File: src/rtl/video_pkg.sv
// Shared video timing descriptors, standard modes and the pixel-repetition encoding.
package video_pkg;

  typedef struct packed {
    int unsigned active;
    int unsigned front;
    int unsigned sync;
    int unsigned back;
    logic        pol;
  } video_timing_t;

  typedef struct packed {
    video_timing_t h;
    video_timing_t v;
  } video_mode_t;

  localparam video_mode_t SVGA_800x600_60 = '{
    h: '{active: 800, front: 40, sync: 128, back: 88, pol: 1'b1},
    v: '{active: 600, front: 1,  sync: 4,   back: 23, pol: 1'b1}
  };

  localparam video_mode_t VGA_640x480_60 = '{
    h: '{active: 640, front: 16, sync: 96, back: 48, pol: 1'b0},
    v: '{active: 480, front: 10, sync: 2,  back: 33, pol: 1'b0}
  };

  typedef enum logic [1:0] {
    SCALE_1X,
    SCALE_2X,
    SCALE_4X,
    SCALE_8X
  } scale_e;

endpackage

File: src/rtl/wrap_counter.sv
// Modulo-MAX up-counter; wrap flags the increment that returns the count to zero.
module wrap_counter #(
  parameter int unsigned MAX = 16,
  parameter int unsigned W   = $clog2(MAX)
) (
  input  logic         clk,
  input  logic         reset_n,
  input  logic         inc,
  output logic [W-1:0] count,
  output logic         wrap
);

  localparam logic [W-1:0] LAST = W'(MAX - 1);

  logic [W-1:0] count_q, count_d;

  assign wrap  = inc && (count_q == LAST);
  assign count = count_q;

  always_comb begin
    count_d = count_q;
    if (inc) begin
      count_d = wrap ? '0 : count_q + W'(1);
    end
  end

  always_ff @(posedge clk or negedge reset_n) begin
    if (!reset_n) begin
      count_q <= '0;
    end else begin
      count_q <= count_d;
    end
  end

endmodule

File: src/rtl/video_timing_gen.sv
// Parametrised raster timing generator: sync, blanking, data enable, line/frame pulses and
// pixel coordinates scaled by a repetition factor that only changes between frames.
module video_timing_gen
  import video_pkg::*;
#(
  parameter int unsigned H_ACTIVE  = SVGA_800x600_60.h.active,
  parameter int unsigned H_FRONT   = SVGA_800x600_60.h.front,
  parameter int unsigned H_SYNC    = SVGA_800x600_60.h.sync,
  parameter int unsigned H_BACK    = SVGA_800x600_60.h.back,
  parameter int unsigned V_ACTIVE  = SVGA_800x600_60.v.active,
  parameter int unsigned V_FRONT   = SVGA_800x600_60.v.front,
  parameter int unsigned V_SYNC    = SVGA_800x600_60.v.sync,
  parameter int unsigned V_BACK    = SVGA_800x600_60.v.back,
  parameter bit          HSYNC_POL = SVGA_800x600_60.h.pol,
  parameter bit          VSYNC_POL = SVGA_800x600_60.v.pol,
  localparam int unsigned H_TOTAL  = H_ACTIVE + H_FRONT + H_SYNC + H_BACK,
  localparam int unsigned V_TOTAL  = V_ACTIVE + V_FRONT + V_SYNC + V_BACK,
  localparam int unsigned HW       = $clog2(H_TOTAL),
  localparam int unsigned VW       = $clog2(V_TOTAL)
) (
  input  logic          clk,
  input  logic          reset_n,
  input  logic          enable,
  input  logic [1:0]    scale_sel,
  output logic          hsync,
  output logic          vsync,
  output logic          hblank,
  output logic          vblank,
  output logic          de,
  output logic          next_vertical,
  output logic          next_frame,
  output logic [HW-1:0] x,
  output logic [VW-1:0] y
);

  if (H_ACTIVE < 1 || H_FRONT < 1 || H_SYNC < 1 || H_BACK < 1 ||
      V_ACTIVE < 1 || V_FRONT < 1 || V_SYNC < 1 || V_BACK < 1) begin : g_bad_timing
    $error("video_timing_gen: every active/porch/sync parameter must be >= 1");
  end

  if ((H_ACTIVE >> 3) < 1 || (V_ACTIVE >> 3) < 1) begin : g_bad_active
    $error("video_timing_gen: active region must hold at least one 8x-scaled pixel");
  end

  // Region boundaries; all fit the counter width because each back porch is >= 1.
  localparam logic [HW-1:0] H_ACTIVE_END = HW'(H_ACTIVE);
  localparam logic [HW-1:0] H_SYNC_START = HW'(H_ACTIVE + H_FRONT);
  localparam logic [HW-1:0] H_SYNC_END   = HW'(H_ACTIVE + H_FRONT + H_SYNC);
  localparam logic [VW-1:0] V_ACTIVE_END = VW'(V_ACTIVE);
  localparam logic [VW-1:0] V_SYNC_START = VW'(V_ACTIVE + V_FRONT);
  localparam logic [VW-1:0] V_SYNC_END   = VW'(V_ACTIVE + V_FRONT + V_SYNC);

  logic [HW-1:0] hcnt;
  logic [VW-1:0] vcnt;
  logic          h_wrap, v_wrap, v_inc;

  assign v_inc = enable && h_wrap;

  wrap_counter #(
    .MAX(H_TOTAL),
    .W  (HW)
  ) u_hcnt (
    .clk    (clk),
    .reset_n(reset_n),
    .inc    (enable),
    .count  (hcnt),
    .wrap   (h_wrap)
  );

  wrap_counter #(
    .MAX(V_TOTAL),
    .W  (VW)
  ) u_vcnt (
    .clk    (clk),
    .reset_n(reset_n),
    .inc    (v_inc),
    .count  (vcnt),
    .wrap   (v_wrap)
  );

  // v_wrap fires only on the last pixel of the frame, so the scale never changes mid-frame.
  scale_e scale_q;

  always_ff @(posedge clk or negedge reset_n) begin
    if (!reset_n) begin
      scale_q <= SCALE_1X;
    end else if (v_wrap) begin
      scale_q <= scale_e'(scale_sel);
    end
  end

  logic          h_active, v_active, h_sync_on, v_sync_on;
  logic          hsync_d, vsync_d, de_d, line_start, frame_start;
  logic [HW-1:0] x_d;
  logic [VW-1:0] y_d;

  always_comb begin
    h_active    = hcnt < H_ACTIVE_END;
    v_active    = vcnt < V_ACTIVE_END;
    h_sync_on   = (hcnt >= H_SYNC_START) && (hcnt < H_SYNC_END);
    v_sync_on   = (vcnt >= V_SYNC_START) && (vcnt < V_SYNC_END);
    hsync_d     = HSYNC_POL ? h_sync_on : !h_sync_on;
    vsync_d     = VSYNC_POL ? v_sync_on : !v_sync_on;
    de_d        = h_active && v_active;
    line_start  = hcnt == '0;
    frame_start = line_start && (vcnt == '0);
    x_d         = de_d ? (hcnt >> scale_q) : '0;
    y_d         = de_d ? (vcnt >> scale_q) : '0;
  end

  logic          hsync_q, vsync_q, hblank_q, vblank_q, de_q, nv_q, nf_q;
  logic [HW-1:0] x_q;
  logic [VW-1:0] y_q;

  // While paused, sync/blank keep their last level; enable-qualified outputs drop to 0.
  always_ff @(posedge clk or negedge reset_n) begin
    if (!reset_n) begin
      hsync_q  <= ~HSYNC_POL;
      vsync_q  <= ~VSYNC_POL;
      hblank_q <= 1'b1;
      vblank_q <= 1'b1;
      de_q     <= 1'b0;
      nv_q     <= 1'b0;
      nf_q     <= 1'b0;
      x_q      <= '0;
      y_q      <= '0;
    end else if (enable) begin
      hsync_q  <= hsync_d;
      vsync_q  <= vsync_d;
      hblank_q <= !h_active;
      vblank_q <= !v_active;
      de_q     <= de_d;
      nv_q     <= line_start;
      nf_q     <= frame_start;
      x_q      <= x_d;
      y_q      <= y_d;
    end else begin
      de_q     <= 1'b0;
      nv_q     <= 1'b0;
      nf_q     <= 1'b0;
      x_q      <= '0;
      y_q      <= '0;
    end
  end

  assign hsync         = hsync_q;
  assign vsync         = vsync_q;
  assign hblank        = hblank_q;
  assign vblank        = vblank_q;
  assign de            = de_q;
  assign next_vertical = nv_q;
  assign next_frame    = nf_q;
  assign x             = x_q;
  assign y             = y_q;

endmodule
File: config.mk
export PLATFORM = sky130hd
export DESIGN_NAME = video_timing_gen
export DESIGN_NICKNAME = d
export VERILOG_FILES = /design/src/rtl/video_pkg.sv /design/src/rtl/wrap_counter.sv /design/src/rtl/video_timing_gen.sv
export SDC_FILE = /design/constraint.sdc
export NUM_CORES = 1
export LEC_CHECK = 0
export ABC_AREA = 1
export CAP_MARGIN = 20
export CORE_UTILIZATION = 50
export DETAILED_ROUTE_END_ITERATION = 10
export HOLD_SLACK_MARGIN = 0.08
export MAX_ROUTING_LAYER = met4
export PLACE_DENSITY = 0.73
export SETUP_SLACK_MARGIN = 0.1
export SLEW_MARGIN = 20
export SYNTH_ARGS = -nofsm -noshare
export SYNTH_HDL_FRONTEND = slang
export SYNTH_SLANG_ARGS = --single-unit
export TNS_END_PERCENT = 30
File: constraint.sdc
create_clock -name clk -period 2.6 [get_ports clk]
set_input_delay 0.39 -clock clk [delete_from_list [all_inputs] [get_ports clk]]
set_output_delay 0.39 -clock clk [all_outputs]
set_load 0.01 [all_outputs]
Word level (Yosys, flattened, before mapping)
Index checks and enable logic that the tools add are counted.
Widths: inputs -> output; s select.
{"block": "totals", "register_bits": 51, "out_inout_bits": 28, "wordCells": 44, "in_bits": 5}
{"block": "classes", "n_eq_ne": 2, "n_mux": 9, "reduce_logical": 11, "order_cmp": 6, "n_addsub": 2, "shifts": 2}
{"operator": "$mux 11", "count": 3}
{"operator": "$mux 10", "count": 3}
{"operator": "$lt 11x10->1 const B", "count": 2}
{"operator": "$lt 10x10->1 const B", "count": 2}
{"operator": "$add 11x1->11 const B", "count": 1}
{"operator": "$eq 11x11->1 const B", "count": 1}
{"operator": "$ge 11x10->1 const B", "count": 1}
{"operator": "$logic_not 11->1", "count": 1}
{"operator": "$shr 11x2->11", "count": 1}
{"operator": "$add 10x1->10 const B", "count": 1}
{"operator": "$eq 10x10->1 const B", "count": 1}
{"operator": "$ge 10x10->1 const B", "count": 1}
{"operator": "$logic_not 10->1", "count": 1}
{"operator": "$shr 10x2->10", "count": 1}
{"operator": "$logic_and 1x1->1", "count": 7}
{"operator": "$mux 1", "count": 3}
{"operator": "$logic_not 1->1", "count": 2}

Longest topological paths before layout
Gate-level depths: netlist of the first run.
{"block": "logic_depth", "word_depth": 5, "depth_mapped": 9, "mapped_depth_nobuf": 8}

Modules after synthesis
A second synthesis of the first run with hierarchy kept.
{"block": "unflattened", "cells_unflattened": 409, "hier_area_um2": 3017.9}
{"mod": "video_timing_gen", "area_each_um2": 1737.9, "cells_per_inst": 223, "seq_area_each_um2": 753.2, "n_inst": 1}
{"mod": "wrap_counter at u_vcnt", "area_each_um2": 641.9, "cells_per_inst": 95, "seq_area_each_um2": 250.2, "n_inst": 1}
{"mod": "wrap_counter at u_hcnt", "area_each_um2": 638.1, "cells_per_inst": 91, "seq_area_each_um2": 275.3, "n_inst": 1}

Least setup slack after synthesis of the first run
No wires, ideal clock.
{"block": "synth_timing", "path_kind": "register -> register", "from": "reg u_hcnt.count_q[1], in the netlist u_hcnt.count[1]", "to": "reg u_vcnt.count_q[9], in the netlist u_vcnt.count[9]", "setup_slack_ns": 1.268, "path_stages_with_launch": 9, "synth_period_minus_slack_ns": 1.332, "t_arrival_ns": 1.214, "t_required_ns": 2.481, "setup_time_ns": 0.119, "n_path_buf": 0, "path_cell_list": "dfrtp_1 -> ha_1 -> inv_1 -> nor2_1 -> nand3_1 -> nor2_4 -> inv_1 -> nand2_1 -> nand2_1"}
{"block": "synth_via", "elab_chain_len": 5}
{"element": "from (decl)", "line_no": "wrap_counter.sv:15", "source": "logic [W-1:0] count_q, count_d;"}
{"element": "from (signal assigned)", "line_no": "wrap_counter.sv:31", "source": "count_q <= count_d;"}
{"element": "$eq 11x11->1 (*)", "line_no": "wrap_counter.sv:17", "source": "assign wrap = inc && (count_q == LAST);"}
{"element": "$logic_and 1x1->1 (*)", "line_no": "wrap_counter.sv:17"}
{"element": "$logic_and 1x1->1 (*)", "line_no": "video_timing_gen.sv:57", "source": "assign v_inc = enable && h_wrap;"}
{"element": "$logic_and 1x1->1", "line_no": "wrap_counter.sv:17"}
{"element": "$mux 10", "line_no": "wrap_counter.sv:23", "source": "count_d = wrap ? '0 : count_q + W'(1);"}
{"element": "to (signal assigned)", "line_no": "wrap_counter.sv:31"}
{"element": "to (decl)", "line_no": "wrap_counter.sv:15"}
Every way passes the cells marked *; elsewhere a longest branch is shown, timed or not.
A chain may end at the register's enable or synchronous reset.

Final worst setup path of the first run
{"block": "layout_timing", "from": "in enable", "to": "reg u_hcnt.count_q[7], in the netlist u_hcnt.count[7]"}
{"block": "layout_via", "elab_chain_len": 2}
{"element": "from (decl)", "line_no": "video_timing_gen.sv:23", "source": "input logic enable,"}
{"element": "$logic_and 1x1->1", "line_no": "wrap_counter.sv:17"}
{"element": "$mux 11", "line_no": "wrap_counter.sv:23"}
Several ways; a longest one is shown, not always the timed one.

==> results of run 1 <==
per-stage QoR:
stage / setup WS [ns] / instance area [sq um]
3_5_place_dp: 0.412 / 3120
4_1_cts: 0.727 / 3240
5_1_grt: 0.516 / 3240
3_3_place_gp: 0.411 / 3120
6_report: 0.704 / 3240
2_1_floorplan: 1.27 / 2760
cells in the mapped netlist (5+ instances only):
| cell type | instances | area [sq um] |
|---|---|---|
| nand2_1 | 88 | 330 |
| nand4_1 | 8 | 50.1 |
| buf_2 | 6 | 30.0 |
| nor2_1 | 51 | 191 |
| inv_1 | 49 | 184 |
| o21ai_0 | 49 | 245 |
| clkbuf_1 | 6 | 22.5 |
| nor3_1 | 15 | 75.1 |
| nand3_1 | 18 | 90.1 |
| a21oi_1 | 9 | 45.0 |
| ha_1 | 5 | 62.6 |
| dfrtp_1 | 49 | 1230 |
flip-flops by register name (all words and copies together) (netlist names):
| name | cells |
|---|---|
| u_hcnt.count | 11 |
| x | 11 |
| u_vcnt.count | 10 |
| y | 10 |
| scale_q | 2 |
| de | 1 |
| hblank | 1 |
| hsync | 1 |
| next_frame | 1 |
| next_vertical | 1 |
| vblank | 1 |
| vsync | 1 |
path summary, 6_finish.rpt:
| path | startpoint | cells after the start | slack [ns] | endpoint |
|---|---|---|---|---|
| setup / recovery | enable | 5 | 0.70 | u_hcnt.count[7] |
| hold / removal | hsync | 2 | 0.51 | hsync |
| setup reg to reg | u_vcnt.count[0] | 7 | 0.94 | u_vcnt.count[6] |
| hold reg to reg | hsync | 2 | 0.51 | hsync |
| max in group asynchronous | reset_n | 3 | 1.72 | u_vcnt.count[8] |
| min in group asynchronous | reset_n | 3 | 0.59 | de |
per-layer routing:
metal	vias up	GRT usage [%]	share of wire [%]	routed length, microns
met2	90	33.5	45	2740
met5	-	-	0	0
li1	1239	-	-	-
met3	6	3.35	6.5	392
met4	0	5.77	1.0	61
met1	1116	34.8	47	2860
report_power, final:
| group | leakage, nW | internal [mW] | total [mW] | switching (mW) |
|---|---|---|---|---|
| sequential | 0.648 | 0.834 | 0.908 | 0.0740 |
| clock | 0.0514 | 0.287 | 0.545 | 0.258 |
| combinational | 0.835 | 0.0864 | 0.260 | 0.173 |
area by class of cell:
cell class | instances | area, sq um
fill | 486 | 1960
tap | 70 | 87.6
inverter | 51 | 191
clock inverter | 2 | 37.5
clock buffer | 6 | 72.6
sequential | 51 | 1280
multi-input combinational | 259 | 1230
timing repair buffer | 36 | 348
worst max-delay path, stage by stage:
cell	delay (ns)
clkdlybuf4s50_1	0.74
inv_2	0.19
nor3_1	0.49
nand2_1	0.12
xor2_1	0.16
logic make-up (layout without fill, tap and decap cells):
family	after synthesis	in the layout	share of synthesized area (%)
AND/OR/NAND/NOR	186	186	29.1
buffers and inverters	64	95	9.24
AO/OA/AOI/OAI	63	63	11.7
flip-flops	51	51	46.3
adder cells (fa/ha/maj)	5	5	2.26
XOR/XNOR	4	4	1.27
other	1	1	0.136
timing repair:
action / 4_1_cts / 5_1_grt
hold buffers: 1 / 0
setup buffers: 0 / 0
endpoints found under the hold margin: 21 / 0
endpoints found under the setup margin: 0 / 0
==> flow_summary_export.csv, run 1 <==
group,metric,value,unit
cells_and_area,fin_util,62.3,%
timing,fmax,527,MHz
routing,via_per_inst,5.16,
timing,setup_viol,0,
setup_path,cp_data_required_time,2.79,ns
clock_network,path_clk_slew,0.09,ns
cells_and_area,drive_gt1_share,5.19,%
pwr,power_density,528,nW/um^2
cells_and_area,final_cells,475,
logic_synthesis,synthArstFlopShare,100,%
cells_and_area,areaGrowthSynthToFinish,17.4,%
timing,tightest_slew,0.597,ns
place,place_inst,466,
logic_synthesis,ys_ff_latch,51,
pwr,ir_drop,0.293,mV
setup_path,critPathLaunchType,"input pin",
grt,grt_usage,23.4,%
hold_path,hold_path_class,"reg -> reg",
logic_synthesis,syn_area,2760,sq um
floorplanning,start_util,53.1,%
floorplanning,ios,33,
grt,grt_start_max_net_pins,42,
setup_path,setup.worst_path.end_class,"flop",
pwr,p_total,1.71,mW
logic_synthesis,yosysUniqueCellTypes,25,
routing,firstDrtPassIters,5,
routing,wire_per_inst,12.7,microns
timing,tns,0,ns
timing,relSlewSlack,60.2,%
cells_and_area,nNetsFinal,414,
logic_synthesis,syn_inst,374,
logic_synthesis,ys.flop_type,"dfrtp_1",
routing,vias,2451,
clock_network,cts_inserted_buffers,5,
timing,skew,0.0105,ns
floorplanning,die-area,5830,sq um
floorplanning,coreArea,5200,sq um
floorplanning,die_x,76.3,microns
grt,overflow,0,
place,io_buffers,32,
timing,hold_viol_final,0,
place,gp_congestion,0.942,
setup_path,critPathKind,"in -> reg",
grt,grt_pass1_wl,10.5,mm
routing,drtIter0Drc,200,
timing,fin_crit,1.90,ns
clock_network,clk_path_buf_depth,2,
logic_synthesis,syn_avg_cell_area,7.39,sq um
routing,ant_nets,0,
clock_network,clk_latency,0.30,ns
logic_synthesis,synth_warnings,0,
grt,antenna_found_initial,0,
place,hpwl,4.61,mm
cells_and_area,n_antenna_cell,0,
floorplanning,rows,26,
timing,hold_slack,0.508,ns
clock_network,cts-root-buf,"clkbuf_8",
timing,finalMaxSlewViolations,0,
outcome,status,"complete, no violations",
setup_path,crit_fanout,12,
clock_network,cts.sinks,51,
logic_synthesis,yosysSeqAreaShare,46.3,%
timing,grt_setup_unrepaired,"no",
grt,grt_pass1_vias,2116,
floorplanning,dieHeight,76.3,microns
cells_and_area,final_common_cell,"nand2_1",
timing,finalCritPeriodShare,72.9,%
clock_network,cts_resized,0,
run,drv_cap,0,
pwr,leakage,1.53,nW
clock_network,ctsHtreeMaxLevel,2,
clock_network,cts_tree,"built",
logic_synthesis,synth_nets,384,
logic_synthesis,synth_edf_count,0,
setup_path,cp.arrival,2.08,ns
cells_and_area,mostFrequentLayoutCells,"nand2_1 (88), nor2_1 (51), inv_1 (49), o21ai_0 (49), dfrtp_1 (49)",
routing,totalWireLength,6.05,mm
routing,drc,0,
(Power assumes the default switching activity.)
==> run 2: changes to the inputs <==
clock period = 1.9 ns   (was 2.6 ns; I/O delays follow)
==> run 2 against run 1 <==
  * Via count grew 0.94%
  * First-iteration DRC count shrank 17%
  * Register-to-register slack lost 0.63 ns
  * Hold slack lost 0.015 ns
  * Wire length grew 2.1%
  * Final cell count grew 0.42%
  * Global-route usage grew 0.70 points
  * Clock skew shrank 0.0025 ns
  * Total power grew 38%
  * Largest cell class unchanged
  * Sequential power grew 38%
  * Sequential cell count is the same
  * Critical path depth shrank 4
==> flow_summary_export.csv, run 2 (synthesis gave the netlist of run 1 again) <==
group,metric,value,unit
cells_and_area,final_cell_area,3280,sq um
routing,vias,2474,
clock_network,cts-root-buf,"clkbuf_8",
setup_path,crit_fanout,2,
cells_and_area,n_antenna_cell,0,
cells_and_area,drive_gt1_share,6.14,%
grt,grt_pass1_wl,10.6,mm
place,io_buffers,32,
routing,drtIter0Drc,166,
floorplanning,die_x,76.3,microns
floorplanning,die-area,5830,sq um
clock_network,clk_latency,0.30,ns
clock_network,path_clk_slew,0.09,ns
floorplanning,rows,26,
timing,finalCritPeriodShare,87.7,%
outcome,status,"complete, no violations",
pwr,power_density,722,nW/um^2
grt,grt_start_max_net_pins,52,
routing,drc,0,
cells_and_area,mostFrequentLayoutCells,"nand2_1 (88), nor2_1 (50), inv_1 (49), o21ai_0 (49), dfrtp_1 (49)",
floorplanning,ios,33,
pwr,leakage,1.55,nW
clock_network,clk_path_buf_depth,2,
routing,ant_nets,0,
clock_network,cts.sinks,51,
timing,fin_crit,1.67,ns
timing,tns,0,ns
pwr,p_total,2.37,mW
grt,grt_usage,24.1,%
place,hpwl,4.54,mm
routing,firstDrtPassIters,4,
timing,setup_viol,0,
floorplanning,coreArea,5200,sq um
cells_and_area,fin_util,63.0,%
clock_network,cts_inserted_buffers,5,
routing,wire_per_inst,13.0,microns
cells_and_area,areaGrowthSynthToFinish,18.7,%
cells_and_area,fillers,463,
place,placed_area,3160,sq um
setup_path,setup.worst_path.end_class,"primary output",
setup_path,path_delay_family,"flip-flops",
timing,hold_slack,0.493,ns
setup_path,slowest_delay,0.55,ns
timing,finalMaxSlewViolations,0,
setup_path,cp_data_required_time,1.62,ns
setup_path,crit_chain,"clkdlybuf4s50_1",
timing,grt_setup_unrepaired,"no",
grt,antenna_found_initial,0,
setup_path,cp.arrival,1.38,ns
grt,overflow,0,
clock_network,cts_tree,"built",
place,gp_congestion,0.959,
cells_and_area,nNetsFinal,417,
floorplanning,dieHeight,76.3,microns
setup_path,critPathBufInv,1,
pwr,ir_drop,0.469,mV
setup_path,critPathKind,"reg -> out",
routing,via_per_inst,5.19,
timing,fmax,600,MHz
clock_network,ctsHtreeMaxLevel,2,
run,drv_cap,0,
cells_and_area,final_common_cell,"nand2_1",
routing,totalWireLength,6.18,mm
setup_path,cpMaxStageDelayCell,"dfstp_2",
grt,grt_pass1_vias,2246,
setup_path,critPathLaunchType,"flop",
clock_network,postCtsSetupRepairBufs,0,
floorplanning,start_util,53.1,%
timing,skew,0.00801,ns
timing,hold_viol_final,0,
hold_path,hold_path_class,"in -> async",
run 2: cell types whose count changed in the layout (fill, tap and decap cells not counted), sizes merged:
cell / previous run / this run
buf: 4 / 7
clkbuf: 6 / 5
run 2: final timing paths:
check                                     start         endpoint  slack (ns)  cells after the start
worst min register to register            vsync            vsync        0.50                      2
min in group clk                          vsync            vsync        0.50                      2
worst max register to register  u_vcnt.count[0]  u_vcnt.count[1]        0.31                      6
worst min-delay path                    reset_n               de        0.49                      3
max in group asynchronous               reset_n           hblank        1.13                      3
worst max-delay path                     hblank           hblank        0.23                      1
run 2: worst reg2reg max path, cell delays in order (launching register included):
cell and delay [ns]:
dfrtp_1 0.48, ha_1 0.25, inv_1 0.12, nor3_1 0.14
nand4_1 0.24, nand3_1 0.16, o21ai_0 0.10
run 2: final cells by class:
class                   count  area (sq um)  share of cell area (%)
multi-input cells         259          1230                    37.6
well taps                  70          87.6                    2.67
clock inverters             2          37.5                    1.15
flip-flops and latches     51          1280                    39.0
repair buffers             39           383                    11.7
inverters                  51           191                    5.84
clock buffers               5          68.8                    2.10
run 2: metal layers:
layer  vias up  GRT usage (%)  part of all wire, %
met5         -              -                    0
met4         0           6.92                  1.5
met3         9           3.83                  7.0
met2        80           36.6                   45
met1      1137           33.5                   46
li1       1248              -                    -
run 2: what timing repair did:
action                                 in CTS  in global routing
setup endpoints to repair                   0                  3
hold buffers                                1                  0
resized for setup                           0                  1
endpoints found under the hold margin      49                  0
run 2: where the power goes:
group / total [mW] / internal (mW) / switching (mW)
sequential: 1.25 / 1.14 / 0.111
combinational: 0.369 / 0.126 / 0.243
clock: 0.745 / 0.385 / 0.360
total: 2.37 / 1.65 / 0.714
run 2: metrics by stage:
| stage | setup WS, ns | instances |
|---|---|---|
| floorplan | 0.568 | 374 |
| global placement | 0.129 | 469 |
| detailed placement | 0.0806 | 469 |
| CTS | 0.226 | 477 |
| global route | 0.120 | 477 |
| finish | 0.234 | 477 |
==> run 3: changes to the inputs <==
SKIP_CTS_REPAIR_TIMING = 1   (was not set)
==> run 3 against run 2 <==
  * First-iteration DRC count did not move
  * Core utilization did not move
  * Die area did not move
  * Hold slack improved by 0.00058 ns
  * Total power barely moved
  * Non-clock buffer count did not move
  * Final area did not move
  * Global-route usage did not move
  * Critical endpoint unchanged
  * Highest routed layer unchanged
==> flow_summary_export.csv, run 3 (synthesis gave the netlist of run 1 again) <==
group,metric,value,unit
outcome,status,"complete, no violations",
timing,finalMaxSlewViolations,0,
cells_and_area,areaGrowthSynthToFinish,18.7,%
clock_network,path_clk_slew,0.09,ns
routing,vias,2474,
pwr,leakage,1.55,nW
run,drv_cap,0,
pwr,pwr-share-seq,52.9,%
cells_and_area,final_common_cell,"nand2_1",
place,placed_area,3160,sq um
routing,drc,0,
clock_network,cts.sinks,51,
setup_path,setup.worst_path.end_class,"primary output",
routing,drtIter0Drc,166,
floorplanning,dieHeight,76.3,microns
timing,fin_ws,0.234,ns
cells_and_area,drive_gt1_share,6.14,%
pwr,switchingPower,0.714,mW
timing,setup_viol,0,
setup_path,cpMaxStageDelayCell,"dfstp_2",
setup_path,startpoint,"hblank",
pwr,clock_power_share,31.5,%
grt,antenna_found_initial,0,
clock_network,cts_inserted_buffers,5,
timing,skew,0.00801,ns
grt,use_met2,36.6,%
place,dp_slack,0.0806,ns
timing,grt_setup_unrepaired,"no",
grt,grtUsageMet3,3.83,%
setup_path,critPathBufInv,1,
setup_path,critPathKind,"reg -> out",
cells_and_area,final_cells,477,
routing,firstDrtPassIters,4,
cells_and_area,fin_util,63.0,%
clock_network,cts-root-buf,"clkbuf_8",
floorplanning,die-area,5830,sq um
routing,ant_nets,0,
setup_path,cp.arrival,1.38,ns
floorplanning,coreArea,5200,sq um
cells_and_area,n_antenna_cell,0,
routing,wire_per_inst,13.0,microns
timing,hold_viol_final,0,
cells_and_area,mostFrequentLayoutCells,"nand2_1 (88), nor2_1 (50), inv_1 (49), o21ai_0 (49), dfrtp_1 (49)",
setup_path,critPathLaunchType,"flop",
place,place_inst,469,
clock_network,clk_latency,0.30,ns
grt,grt-busiest-layer,"met2",
grt,grt_start_max_net_pins,52,
grt,use_met1,33.5,%
pwr,power_density,722,nW/um^2
clock_network,ctsHtreeMaxLevel,2,
timing,fmax,600,MHz
timing,hold_slack,0.494,ns
setup_path,crit_chain,"clkdlybuf4s50_1",
pwr,p_int,1.65,mW
grt,grt_pass1_vias,2240,
setup_path,path_delay_family,"flip-flops",
place,io_buffers,32,
grt,overflow,0,
place,hpwl,4.54,mm
hold_path,hold_path_class,"in -> async",
floorplanning,start_util,53.1,%
routing,totalWireLength,6.18,mm
timing,fin_crit,1.67,ns
cells_and_area,fillers,463,
grt,grt_pass1_wl,10.6,mm
setup_path,slowest_delay,0.55,ns
timing,finalCritPeriodShare,87.7,%
setup_path,r2r_start,"u_vcnt.count[0]",
setup_path,cp_data_required_time,1.62,ns
pwr,swShare,30.2,%
floorplanning,die_x,76.3,microns
routing,via_per_inst,5.19,
pwr,comb_power_share,15.6,%
pwr,p_total,2.37,mW
grt,grt_usage,24.1,%
floorplanning,rows,26,
timing,tns,0,ns
setup_path,crit_fanout,2,
cells_and_area,nNetsFinal,417,
floorplanning,ios,33,
place,gp_congestion,0.959,
pwr,ir_drop,0.469,mV
cells_and_area,final_cell_area,3280,sq um
clock_network,cts_tree,"built",
clock_network,clk_path_buf_depth,2,
-- run 3: final timing paths --
kind                                    to  slack, ns  cells past startpoint
setup / recovery                    hblank       0.23                      1
min in group clk                     vsync       0.50                      2
hold / removal                          de       0.49                      3
hold reg to reg                      vsync       0.50                      2
setup reg to reg           u_vcnt.count[1]       0.31                      6
max in group asynchronous           hblank       1.13                      3
-- run 3: power by group through the flow --
stage	logic [mW]	registers, mW	clock network [mW]
final	0.369	1.25	0.745
after CTS	0.364	1.25	0.756
after detailed placement	0.360	1.27	0
after global placement	0.359	1.27	0
after floorplan	0.277	1.21	0
after global routing	0.434	1.26	0.810
-- run 3: final cells by class --
class	instances	area, sq um	share of cell area, %
clock inverter	2	37.5	1.15
multi-input combinational	259	1230	37.6
clock buffer	5	68.8	2.10
sequential	51	1280	39.0
timing repair buffer	39	383	11.7
tap	70	87.6	2.67
inverter	51	191	5.84
-- run 3: layer usage --
layer,wire (microns),vias to the layer above
met5,0,-
met4,93,0
met3,431,9
met2,2790,80
met1,2860,1137
li1,-,1248
